===== config.mk =====
export PLATFORM = sky130hd
export DESIGN_NAME = mem_stage_flat
export DESIGN_NICKNAME = d
export VERILOG_FILES = /design/src/rtl/mem_stage_pkg.sv /design/src/rtl/mem_stage_if.sv /design/src/rtl/mem_stage_dmem_bank.sv /design/src/rtl/mem_stage.sv /design/src/flat_wrapper.sv
export SDC_FILE = /design/constraint.sdc
export NUM_CORES = 1
export LEC_CHECK = 0
export BUFFER_PORTS_ARGS = -buffer_cell sky130_fd_sc_hd__buf_2
export CORE_ASPECT_RATIO = 1.75
export CORE_MARGIN = 10
export CORE_UTILIZATION = 40
export DETAILED_ROUTE_END_ITERATION = 7
export SLEW_MARGIN = 25
export SYNTH_ARGS = -nofsm -noshare
export SYNTH_HDL_FRONTEND = slang
export SYNTH_HIERARCHICAL = 1
export SYNTH_SLANG_ARGS = --single-unit

===== constraint.sdc =====
create_clock -name clk_i -period 4.65 [get_ports clk_i]
set_clock_uncertainty 0.15 [all_clocks]
set_input_delay 0.465 -clock clk_i [delete_from_list [all_inputs] [get_ports clk_i]]
set_output_delay 0.465 -clock clk_i [all_outputs]
set_load 0.05 [all_outputs]

===== src/rtl/mem_stage_pkg.sv =====
// Shared types and constants for the memory-access stage.
// Optional feature macro: MEM_STAGE_BOUNDS_CHECK_EN (see mem_stage.sv).
package mem_stage_pkg;

  localparam int DEF_REGI_SIZE  = 16;
  localparam int DEF_ELEM_SIZE  = 8;
  localparam int DEF_VECT_SIZE  = 8;
  localparam int DEF_MEMO_LINES = 64;

  localparam int SCALAR_BEATS = DEF_REGI_SIZE / DEF_ELEM_SIZE;

  typedef enum logic [1:0] {
    MS_IDLE   = 2'd0,
    MS_ACCESS = 2'd1,
    MS_DONE   = 2'd2
  } memState_e;

  function automatic int addrBits(input int memo_lines);
    return $clog2(memo_lines);
  endfunction

endpackage


===== src/rtl/mem_stage_if.sv =====
// Execute-to-memory request bus and memory-to-writeback result bus.
// Used by mem_stage (MEM_STAGE_BOUNDS_CHECK_EN affects only its behaviour).
interface mem_stage_if
  import mem_stage_pkg::*;
#(
  parameter int REGI_SIZE = DEF_REGI_SIZE,
  parameter int ELEM_SIZE = DEF_ELEM_SIZE,
  parameter int VECT_SIZE = DEF_VECT_SIZE
);

  logic                           valid_i;
  logic                           stall_o;
  logic                           enableMem_i;
  logic                           flagMemRead_i;
  logic                           flagMemWrite_i;
  logic                           vecOp_i;
  logic                           enableReg_i;
  logic [REGI_SIZE-1:0]           addr_i;
  logic [REGI_SIZE-1:0]           int_wd_i;
  logic [ELEM_SIZE*VECT_SIZE-1:0] vec_wd_i;
  logic                           valid_o;
  logic                           enableReg_o;
  logic                           isVec_o;
  logic [REGI_SIZE-1:0]           int_res_o;
  logic [ELEM_SIZE*VECT_SIZE-1:0] vec_res_o;
  logic                           addr_err_o;

  modport master (
    output valid_i, enableMem_i, flagMemRead_i, flagMemWrite_i, vecOp_i,
           enableReg_i, addr_i, int_wd_i, vec_wd_i,
    input  stall_o, valid_o, enableReg_o, isVec_o, int_res_o, vec_res_o,
           addr_err_o
  );

  modport slave (
    input  valid_i, enableMem_i, flagMemRead_i, flagMemWrite_i, vecOp_i,
           enableReg_i, addr_i, int_wd_i, vec_wd_i,
    output stall_o, valid_o, enableReg_o, isVec_o, int_res_o, vec_res_o,
           addr_err_o
  );

endinterface


===== src/rtl/mem_stage_dmem_bank.sv =====
// Element-wide single-port data RAM: synchronous write, registered read, no reset.
// Independent of MEM_STAGE_BOUNDS_CHECK_EN.
module dmem_bank #(
  parameter int DEPTH = 64,
  parameter int WIDTH = 8,
  parameter int AB    = 6
) (
  input  logic             clk,
  input  logic             we,
  input  logic [AB-1:0]    addr,
  input  logic [WIDTH-1:0] wdata,
  output logic [WIDTH-1:0] rdata
);

  logic [WIDTH-1:0] mem [DEPTH];

  always_ff @(posedge clk) begin
    if (we) begin
      mem[addr] <= wdata;
    end
    rdata <= mem[addr];
  end

endmodule


===== src/rtl/mem_stage.sv =====
// Memory-access stage: scalar/vector loads and stores, one element per cycle.
// Define MEM_STAGE_BOUNDS_CHECK_EN to reject accesses that run past the memory end.
module mem_stage
  import mem_stage_pkg::*;
#(
  parameter int REGI_SIZE  = DEF_REGI_SIZE,
  parameter int ELEM_SIZE  = DEF_ELEM_SIZE,
  parameter int VECT_SIZE  = DEF_VECT_SIZE,
  parameter int MEMO_LINES = DEF_MEMO_LINES
) (
  input  logic      clk_i,
  input  logic      rst_i,
  mem_stage_if.slave bus
);

  localparam int VW  = ELEM_SIZE * VECT_SIZE;
  localparam int AB  = addrBits(MEMO_LINES);
  localparam int SB  = REGI_SIZE / ELEM_SIZE;
  localparam int BW  = $clog2(VECT_SIZE + 1);
  localparam int AW1 = REGI_SIZE + 1;

  localparam logic [1:0] ST_IDLE   = MS_IDLE;
  localparam logic [1:0] ST_ACCESS = MS_ACCESS;
  localparam logic [1:0] ST_DONE   = MS_DONE;

  logic [1:0]           state_reg;
  logic [BW-1:0]        beat_reg;
  logic [BW-1:0]        n_beats_reg;
  logic [AB-1:0]        base_reg;
  logic                 write_reg;
  logic                 vec_reg;
  logic [VW-1:0]        wdata_reg;
  logic [VW-1:0]        asm_reg;
  logic [VW-1:0]        asm_next;

  logic                 valid_reg;
  logic                 en_reg;
  logic                 isvec_reg;
  logic                 err_reg;
  logic [REGI_SIZE-1:0] int_reg;
  logic [VW-1:0]        vec_reg_out;

  logic                 accept;
  logic                 rw_both;
  logic                 mem_op;
  logic                 oob;
  logic                 start_mem;
  logic [BW-1:0]        op_beats;

  logic                 mem_we;
  logic [AB-1:0]        mem_addr;
  logic [ELEM_SIZE-1:0] mem_rdata;
  logic                 cap_en;
  logic [BW-1:0]        cap_idx;

  assign accept   = (state_reg == ST_IDLE) && bus.valid_i;
  assign rw_both  = bus.flagMemRead_i && bus.flagMemWrite_i;
  assign mem_op   = bus.enableMem_i && (bus.flagMemRead_i ^ bus.flagMemWrite_i);
  assign op_beats = bus.vecOp_i ? BW'(VECT_SIZE) : BW'(SB);

`ifdef MEM_STAGE_BOUNDS_CHECK_EN
  // Uses the full address width, so any upper bit set is out of range.
  logic [AW1-1:0] last_addr;
  assign last_addr = {1'b0, bus.addr_i} + AW1'(op_beats) - AW1'(1);
  assign oob       = mem_op && (last_addr >= AW1'(MEMO_LINES));
`else
  assign oob = 1'b0;
`endif

  logic unused_addr_hi;
  assign unused_addr_hi = ^bus.addr_i;

  assign start_mem = accept && mem_op && !oob;

  // Write enable is gated by reset so the beat in the reset cycle is abandoned.
  assign mem_we   = (state_reg == ST_ACCESS) && write_reg && rst_i;
  assign mem_addr = base_reg + AB'(beat_reg);

  dmem_bank #(
    .DEPTH (MEMO_LINES),
    .WIDTH (ELEM_SIZE),
    .AB    (AB)
  ) u_bank (
    .clk   (clk_i),
    .we    (mem_we),
    .addr  (mem_addr),
    .wdata (wdata_reg[ELEM_SIZE-1:0]),
    .rdata (mem_rdata)
  );

  // Read data lags its beat by one cycle; the last element lands during MS_DONE.
  assign cap_en  = ((state_reg == ST_ACCESS) && (beat_reg != '0)) || (state_reg == ST_DONE);
  assign cap_idx = beat_reg - BW'(1);

  generate
    for (genvar gi = 0; gi < VECT_SIZE; gi++) begin : g_asm
      assign asm_next[gi*ELEM_SIZE +: ELEM_SIZE] =
        (cap_en && (cap_idx == BW'(gi))) ? mem_rdata : asm_reg[gi*ELEM_SIZE +: ELEM_SIZE];
    end
  endgenerate

  always_ff @(posedge clk_i) begin
    if (!rst_i) begin
      state_reg   <= ST_IDLE;
      beat_reg    <= '0;
      n_beats_reg <= '0;
      base_reg    <= '0;
      write_reg   <= 1'b0;
      vec_reg     <= 1'b0;
      wdata_reg   <= '0;
      asm_reg     <= '0;
      valid_reg   <= 1'b0;
      en_reg      <= 1'b0;
      isvec_reg   <= 1'b0;
      err_reg     <= 1'b0;
      int_reg     <= '0;
      vec_reg_out <= '0;
    end else begin
      valid_reg <= 1'b0;
      case (state_reg)
        ST_IDLE: begin
          if (start_mem) begin
            state_reg   <= ST_ACCESS;
            beat_reg    <= '0;
            n_beats_reg <= op_beats;
            base_reg    <= bus.addr_i[AB-1:0];
            write_reg   <= bus.flagMemWrite_i;
            vec_reg     <= bus.vecOp_i;
            wdata_reg   <= bus.vecOp_i ? bus.vec_wd_i : VW'(bus.int_wd_i);
            asm_reg     <= '0;
          end else if (accept) begin
            valid_reg <= 1'b1;
            if (oob) begin
              err_reg     <= 1'b1;
              en_reg      <= 1'b0;
              isvec_reg   <= 1'b0;
              int_reg     <= '0;
              vec_reg_out <= '0;
            end else begin
              err_reg     <= rw_both;
              en_reg      <= bus.enableReg_i;
              isvec_reg   <= bus.vecOp_i;
              int_reg     <= bus.int_wd_i;
              vec_reg_out <= bus.vec_wd_i;
            end
          end
        end
        ST_ACCESS: begin
          asm_reg   <= asm_next;
          wdata_reg <= wdata_reg >> ELEM_SIZE;
          beat_reg  <= beat_reg + BW'(1);
          if (beat_reg == n_beats_reg - BW'(1)) begin
            state_reg <= ST_DONE;
          end
        end
        ST_DONE: begin
          state_reg <= ST_IDLE;
          valid_reg <= 1'b1;
          err_reg   <= 1'b0;
          isvec_reg <= vec_reg;
          if (write_reg) begin
            en_reg      <= 1'b0;
            int_reg     <= '0;
            vec_reg_out <= '0;
          end else begin
            en_reg      <= 1'b1;
            int_reg     <= vec_reg ? '0 : asm_next[REGI_SIZE-1:0];
            vec_reg_out <= vec_reg ? asm_next : '0;
          end
        end
        default: state_reg <= ST_IDLE;
      endcase
    end
  end

  assign bus.stall_o     = (state_reg != ST_IDLE);
  assign bus.valid_o     = valid_reg;
  assign bus.enableReg_o = en_reg;
  assign bus.isVec_o     = isvec_reg;
  assign bus.addr_err_o  = err_reg;
  assign bus.int_res_o   = int_reg;
  assign bus.vec_res_o   = vec_reg_out;

endmodule


===== src/flat_wrapper.sv =====
// flat-port wrapper written by rule: the top's interface ports become plain ports
module mem_stage_flat import mem_stage_pkg::*;
#(
  parameter int REGI_SIZE  = DEF_REGI_SIZE,
  parameter int ELEM_SIZE  = DEF_ELEM_SIZE,
  parameter int VECT_SIZE  = DEF_VECT_SIZE,
  parameter int MEMO_LINES = DEF_MEMO_LINES
)
  (clk_i, rst_i, bus_valid_i, bus_enableMem_i, bus_flagMemRead_i, bus_flagMemWrite_i, bus_vecOp_i, bus_enableReg_i, bus_addr_i, bus_int_wd_i, bus_vec_wd_i, bus_stall_o, bus_valid_o, bus_enableReg_o, bus_isVec_o, bus_int_res_o, bus_vec_res_o, bus_addr_err_o);
  mem_stage_if #(.REGI_SIZE(REGI_SIZE), .ELEM_SIZE(ELEM_SIZE), .VECT_SIZE(VECT_SIZE)) bus_i ();
  input  logic clk_i;
  input  logic rst_i;
  input wire logic [$bits(bus_i.valid_i)-1:0] bus_valid_i;
  input wire logic [$bits(bus_i.enableMem_i)-1:0] bus_enableMem_i;
  input wire logic [$bits(bus_i.flagMemRead_i)-1:0] bus_flagMemRead_i;
  input wire logic [$bits(bus_i.flagMemWrite_i)-1:0] bus_flagMemWrite_i;
  input wire logic [$bits(bus_i.vecOp_i)-1:0] bus_vecOp_i;
  input wire logic [$bits(bus_i.enableReg_i)-1:0] bus_enableReg_i;
  input wire logic [$bits(bus_i.addr_i)-1:0] bus_addr_i;
  input wire logic [$bits(bus_i.int_wd_i)-1:0] bus_int_wd_i;
  input wire logic [$bits(bus_i.vec_wd_i)-1:0] bus_vec_wd_i;
  output wire logic [$bits(bus_i.stall_o)-1:0] bus_stall_o;
  output wire logic [$bits(bus_i.valid_o)-1:0] bus_valid_o;
  output wire logic [$bits(bus_i.enableReg_o)-1:0] bus_enableReg_o;
  output wire logic [$bits(bus_i.isVec_o)-1:0] bus_isVec_o;
  output wire logic [$bits(bus_i.int_res_o)-1:0] bus_int_res_o;
  output wire logic [$bits(bus_i.vec_res_o)-1:0] bus_vec_res_o;
  output wire logic [$bits(bus_i.addr_err_o)-1:0] bus_addr_err_o;
  assign bus_i.valid_i = bus_valid_i;
  assign bus_i.enableMem_i = bus_enableMem_i;
  assign bus_i.flagMemRead_i = bus_flagMemRead_i;
  assign bus_i.flagMemWrite_i = bus_flagMemWrite_i;
  assign bus_i.vecOp_i = bus_vecOp_i;
  assign bus_i.enableReg_i = bus_enableReg_i;
  assign bus_i.addr_i = bus_addr_i;
  assign bus_i.int_wd_i = bus_int_wd_i;
  assign bus_i.vec_wd_i = bus_vec_wd_i;
  assign bus_stall_o = bus_i.stall_o;
  assign bus_valid_o = bus_i.valid_o;
  assign bus_enableReg_o = bus_i.enableReg_o;
  assign bus_isVec_o = bus_i.isVec_o;
  assign bus_int_res_o = bus_i.int_res_o;
  assign bus_vec_res_o = bus_i.vec_res_o;
  assign bus_addr_err_o = bus_i.addr_err_o;
  mem_stage #(.REGI_SIZE(REGI_SIZE), .ELEM_SIZE(ELEM_SIZE), .VECT_SIZE(VECT_SIZE), .MEMO_LINES(MEMO_LINES)) u_core (.clk_i(clk_i), .rst_i(rst_i), .bus(bus_i));
endmodule

Word-level counts from Yosys, hierarchy flattened:

Memories as Yosys holds them, arrays and structs flattened. A register that Yosys moved wholly into a read port is not among the register bits.
Cells that the tools add are included.

* flip-flop bits (word level): 230
* memory bits (writable): 512
* input bits: 104
* output and inout bits: 85
* logic and storage cells: 104
* memories kept: 1

* add/sub/neg operators: 4
* equal/unequal tests: 14
* muxes and demuxes: 44
* bitwise logic cells: 1
* reductions and logical operators: 26

Memories
* u_core.u_bank.mem: words 64, bits a word 8, rd ports 1, clocked after Yosys merged registers in 1, wr ports 1, line mem_stage_dmem_bank.sv:15 `logic [WIDTH-1:0] mem [DEPTH];`

Operator list (number)
* $mux W64: 7
* $pmux W64 S2: 3
* $mux W16: 4
* $mux W8: 8
* $pmux W16 S2: 1
* $eq A4 B3 Y1 const B: 4
* $logic_and A1 B1 Y1: 15
* $mux W1: 11
* $eq A4 B2 Y1 const B: 2
* $mux W4: 2
* $pmux W1 S2: 4
* $pmux W4 S2: 1
* $sub A4 B1 Y4 const B: 2
* $add A6 B4 Y6: 1
* $reduce_and A2 Y1: 3
* $reduce_bool A2 Y1: 3
* $add A4 B1 Y4 const B: 1
* $eq A4 B1 Y1 const B: 1
* $eq A4 B4 Y1: 1
* $logic_not A4 Y1: 1
* $mux W2: 2
* $ne A2 B1 Y1 const B: 2
* $ne A2 B2 Y1 const B: 2
* $pmux W2 S2: 1
* other kinds (7): 7

Longest topological paths before layout:

* depth after elaboration: 8
* mapped depth: 14
* mapped depth without buffers: 12

Hierarchy:

Netlist, hierarchy kept.

Modules (own cells, without submodules)
* dmem_bank: times used 1, cells an instance 1171, area an instance 20449.6 µm²
* mem_stage: times used 1, cells an instance 1287, area an instance 10795.4 µm²

Worst setup path after synthesis:

No wires, ideal clock.

* path type: register -> register
* from: register u_core.beat_reg[0]
* to: memory u_core.u_bank.mem[20][0] (enable)
* arrival time: 2943 ps
* data required time: 4130 ps
* setup slack: 1186 ps
* stages on the path, launching flop included: 13
* period minus slack after synthesis: 3464 ps
* path through: dfxtp_1 -> ha_1 -> inv_1 -> fa_1 -> inv_1 -> a21o_1 -> a21oi_1 -> xnor2_1 -> clkbuf_1 -> or3b_2 -> clkbuf_1 -> clkbuf_1 -> nor2_1

* longest elaborated chain between the ends: 1

Ends and longest elaborated chain
* start: declaration: line mem_stage.sv:27 `logic [BW-1:0] beat_reg;`
* start signal: assignment: line mem_stage.sv:151 `beat_reg <= beat_reg + BW'(1);`
* $add A6 B4 Y6: line mem_stage.sv:77 `assign mem_addr = base_reg + AB'(beat_reg);`
* named net u_core.mem_addr[4]: line mem_stage.sv:51 `logic [AB-1:0] mem_addr;`
* end: declaration: line mem_stage_dmem_bank.sv:15

The timed path passes the listed nets, and every way through them passes these cells.

Worst setup path in the final report:

* from: register u_core.beat_reg[1]
* to: memory u_core.u_bank.mem[16][1] (enable)

The elaborated chain is that of the path after synthesis.

==> qor.yml <==
global_routing:
  antenna_found_initial: 0
  grt_pass1_vias: 21882
  grt_pass1_wl_mm: 141
  gr-total-overflow: 0
  grt_max_degree: 109
  grt_use_total: 0.206
power:
  powerDensity_nw_per_um2: 405
  p_leak_uw: 0.0129
  vdd_ir_drop_max_mv: 0.253
routing:
  first_pass_iters: 6
  first_iter_violations: 1949
  wl_mm: 94.9
  via_per_inst: 5.84
  ant_nets: 0
  drc: 0
  num_vias: 21731
  wl_per_cell_um: 25.5
clock_tree:
  cts_setup_buffers: 0
  clock_latency_ns: 0.60
  htreeDepth: 3
  cts_tree: "done"
  root_buffer: "clkbuf_16"
  cts_buffer_depth: 3
  ctsHoldBuffers: 5
  cts.sinks: 747
  cts-buffers-inserted: 68
  ctsResizeCount: 0
  path_clk_slew_ns: 0.06
timing:
  min_period_over_period: 0.903
  layout_min_cycle_time_ns: 4.20
  finalSetupViolations: 0
  fin_setup_tns_ns: 0
  slew_viol_final: 0
  max-slew-margin-rel: 0.267
  holdWs_ns: 0.0335
  rsz0062_at_grt: "no"
  hold_viol: 0
  fmax_mhz: 238
  tightest_slew_ns: 1.10
critical_path:
  cpPeakStageDelay_ns: 0.90
  cp.required_ns: 4.81
  cp_max_fo: 38
  path_delay_family: "simple AND/OR/NAND/NOR gates"
  crit_chain: "inv_1 -> fa_1 -> inv_4 -> nor2_2 -> nand2_1 -> nor2_1 -> buf_4"
  critPathArrivalTime_ns: 4.36
  setup.worst_path.end_class: "register"
  crit_type: "reg2reg"
  slowest_stage: "nor2_2"
  crit_buf_inv: 3
  worstSetupStartpointType: "register"
yosys:
  synth_top_area_share: 0.492
  synth_edf_count: 512
  synthTopCellsByCount: "512 x edfxtp_1, 235 x dfxtp_1, 202 x nand2_1"
  synth_nets: 2573
  synth_top_area_cell: "edfxtp_1"
  ys_ff_latch: 747
  synth.distinct_cells: 74
  yosysWarnings: 6
  netlist_instances: 2458
  synth_most_common_cell: "edfxtp_1"
  yosysSeqAreaShare: 0.643
  ys.flop_type: "edfxtp_1"
  syn_area_um2: 31200
  synthTopCellsByArea: "edfxtp_1 49%, dfxtp_1 15%, mux2i_1 3.1%, mux4_2 3.0%, o21ai_0 2.8%"
  syn_avg_cell_area_um2: 12.7
  async_flop_share: 0
layout:
  n_antenna_cell: 0
  largest_register: "u_core/u_bank/mem"
  design_area_um2: 35900
  drive_gt1_frac: 0.189
  final_cell_count_no_fill: 3720
  area_delta_synth_final_pct: 14.9
  largest_reg_flops: 512
  postLayoutCoreUtil: 0.463
  num-nets-final: 2759
placed_design:
  io_buffers: 178
  dp_hpwl_mm: 65.0
  placed_cells: 3596
  placed_cell_area_um2: 33600
  place_congestion: 0.867
floorplan:
  initial_core_util: 0.403
  rows: 135
  die_h_um: 390
  die_area_um2: 90100
  die_w_um: 231
  io_pins: 189
  coreArea_um2: 77500
worst_hold_path:
  hp-class: "in2reg"
outcome:
  outcome: "complete, no violations"
run:
  cap_viol_max_count: 0
-- per-layer routing --
metal	up-vias	GRT usage	wire length, um
met5	-	0	0
met4	0	0.127	6230
met3	242	0.0283	5340
met2	867	0.374	49600
met1	10882	0.220	33700
li1	9740	-	-
-- report_power, final --
part,switching (uW),leakage (uW),internal [uW],total [uW]
Combinational,979,0.00515,417,1400
Sequential,184,0.00664,7230,7420
Clock,2440,0.00110,3270,5710
Total,3600,0.0129,10900,14500
-- cell type report --
| type | count | area (um2) |
|---|---|---|
| inverter | 10 | 40.0 |
| timing repair buffer | 318 | 2000 |
| multi-input combinational | 1499 | 10200 |
| fill | 6941 | 41600 |
| clock buffer | 87 | 1930 |
| tap | 1027 | 1280 |
| clock inverter | 32 | 309 |
| sequential | 747 | 20100 |
-- per-stage QoR --
| stage | power, uW | setup slack [ns] |
|---|---|---|
| finish | 14500 | 0.450 |
| global placement | 8920 | 0.594 |
| CTS | 14600 | 0.496 |
| global route | 15000 | 0.309 |
| detailed placement | 8950 | 0.535 |
| floorplan | 8380 | 1.19 |
-- worst register-to-register path: stages, from the launching register on --
cell,delay [ns]
dfxtp_1,0.48
inv_1,0.19
fa_1,0.62
inv_4,0.22
nor2_2,0.92
nand2_1,0.78
nor2_1,0.35
buf_4,0.20
-- path summary, 6_finish.rpt --
path                                                      start                                 end  slack, ns  cells past startpoint
worst min register to register   u_core/asm_reg[3]$_SDFFE_PN0P_      u_core/asm_reg[3]$_SDFFE_PN0P_       0.30                      2
worst max-delay path            u_core/beat_reg[1]$_SDFFE_PN0P_  u_core/u_bank/mem[16][1]$_DFFE_PP_       0.45                      7
worst max register to register  u_core/beat_reg[1]$_SDFFE_PN0P_  u_core/u_bank/mem[16][1]$_DFFE_PP_       0.45                      7
worst min-delay path                              bus_addr_i[5]     u_core/base_reg[5]$_SDFFE_PN0P_       0.03                      3
-- placed cells by master (no fill, tap or decap), drive strengths merged, types with 7 or more instances in the layout --
| cell | Yosys | final |
|---|---|---|
| edfxtp | 512 | 512 |
| buf | 76 | 313 |
| dfxtp | 235 | 235 |
| nand2 | 202 | 202 |
| o21ai | 190 | 190 |
| nor2 | 125 | 125 |
| nand3 | 102 | 102 |
| a21oi | 99 | 99 |
| mux2i | 97 | 97 |
| clkbuf | 126 | 87 |
| a22o | 58 | 58 |
| nand2b | 57 | 57 |
| a21boi | 50 | 50 |
| o211ai | 47 | 47 |
| o211a | 41 | 41 |
| mux4 | 41 | 41 |
| a22oi | 40 | 40 |
| and3 | 35 | 35 |
| nor3 | 28 | 28 |
| a211o | 24 | 24 |
| o22ai | 23 | 23 |
| and2 | 22 | 22 |
| a221oi | 21 | 21 |
| clkinv | 0 | 19 |
| a31oi | 16 | 16 |
| nor2b | 15 | 15 |
| o221ai | 13 | 13 |
| mux2 | 13 | 13 |
| nand3b | 12 | 12 |
| o22a | 12 | 12 |
| inv | 10 | 12 |
| a221o | 11 | 11 |
| ha | 10 | 10 |
| o2bb2ai | 8 | 8 |
| o31ai | 7 | 7 |
| o21a | 7 | 7 |
| a32oi | 7 | 7 |
-- cell families (layout without fill, tap and decap cells) --
family                     count (synthesis)  in the layout  share of synthesized area
AOI/OAI and AO/OA                        696            696                      0.154
xor gates and xnor gates                   5              5                    0.00140
adders and majority gates                 11             11                    0.00465
buffers and inverters                    212            447                     0.0313
DFF                                      747            747                      0.643
muxes                                    151            151                     0.0653
and+or+nand+nor                          636            636                      0.101
(Power assumes the default switching activity.)
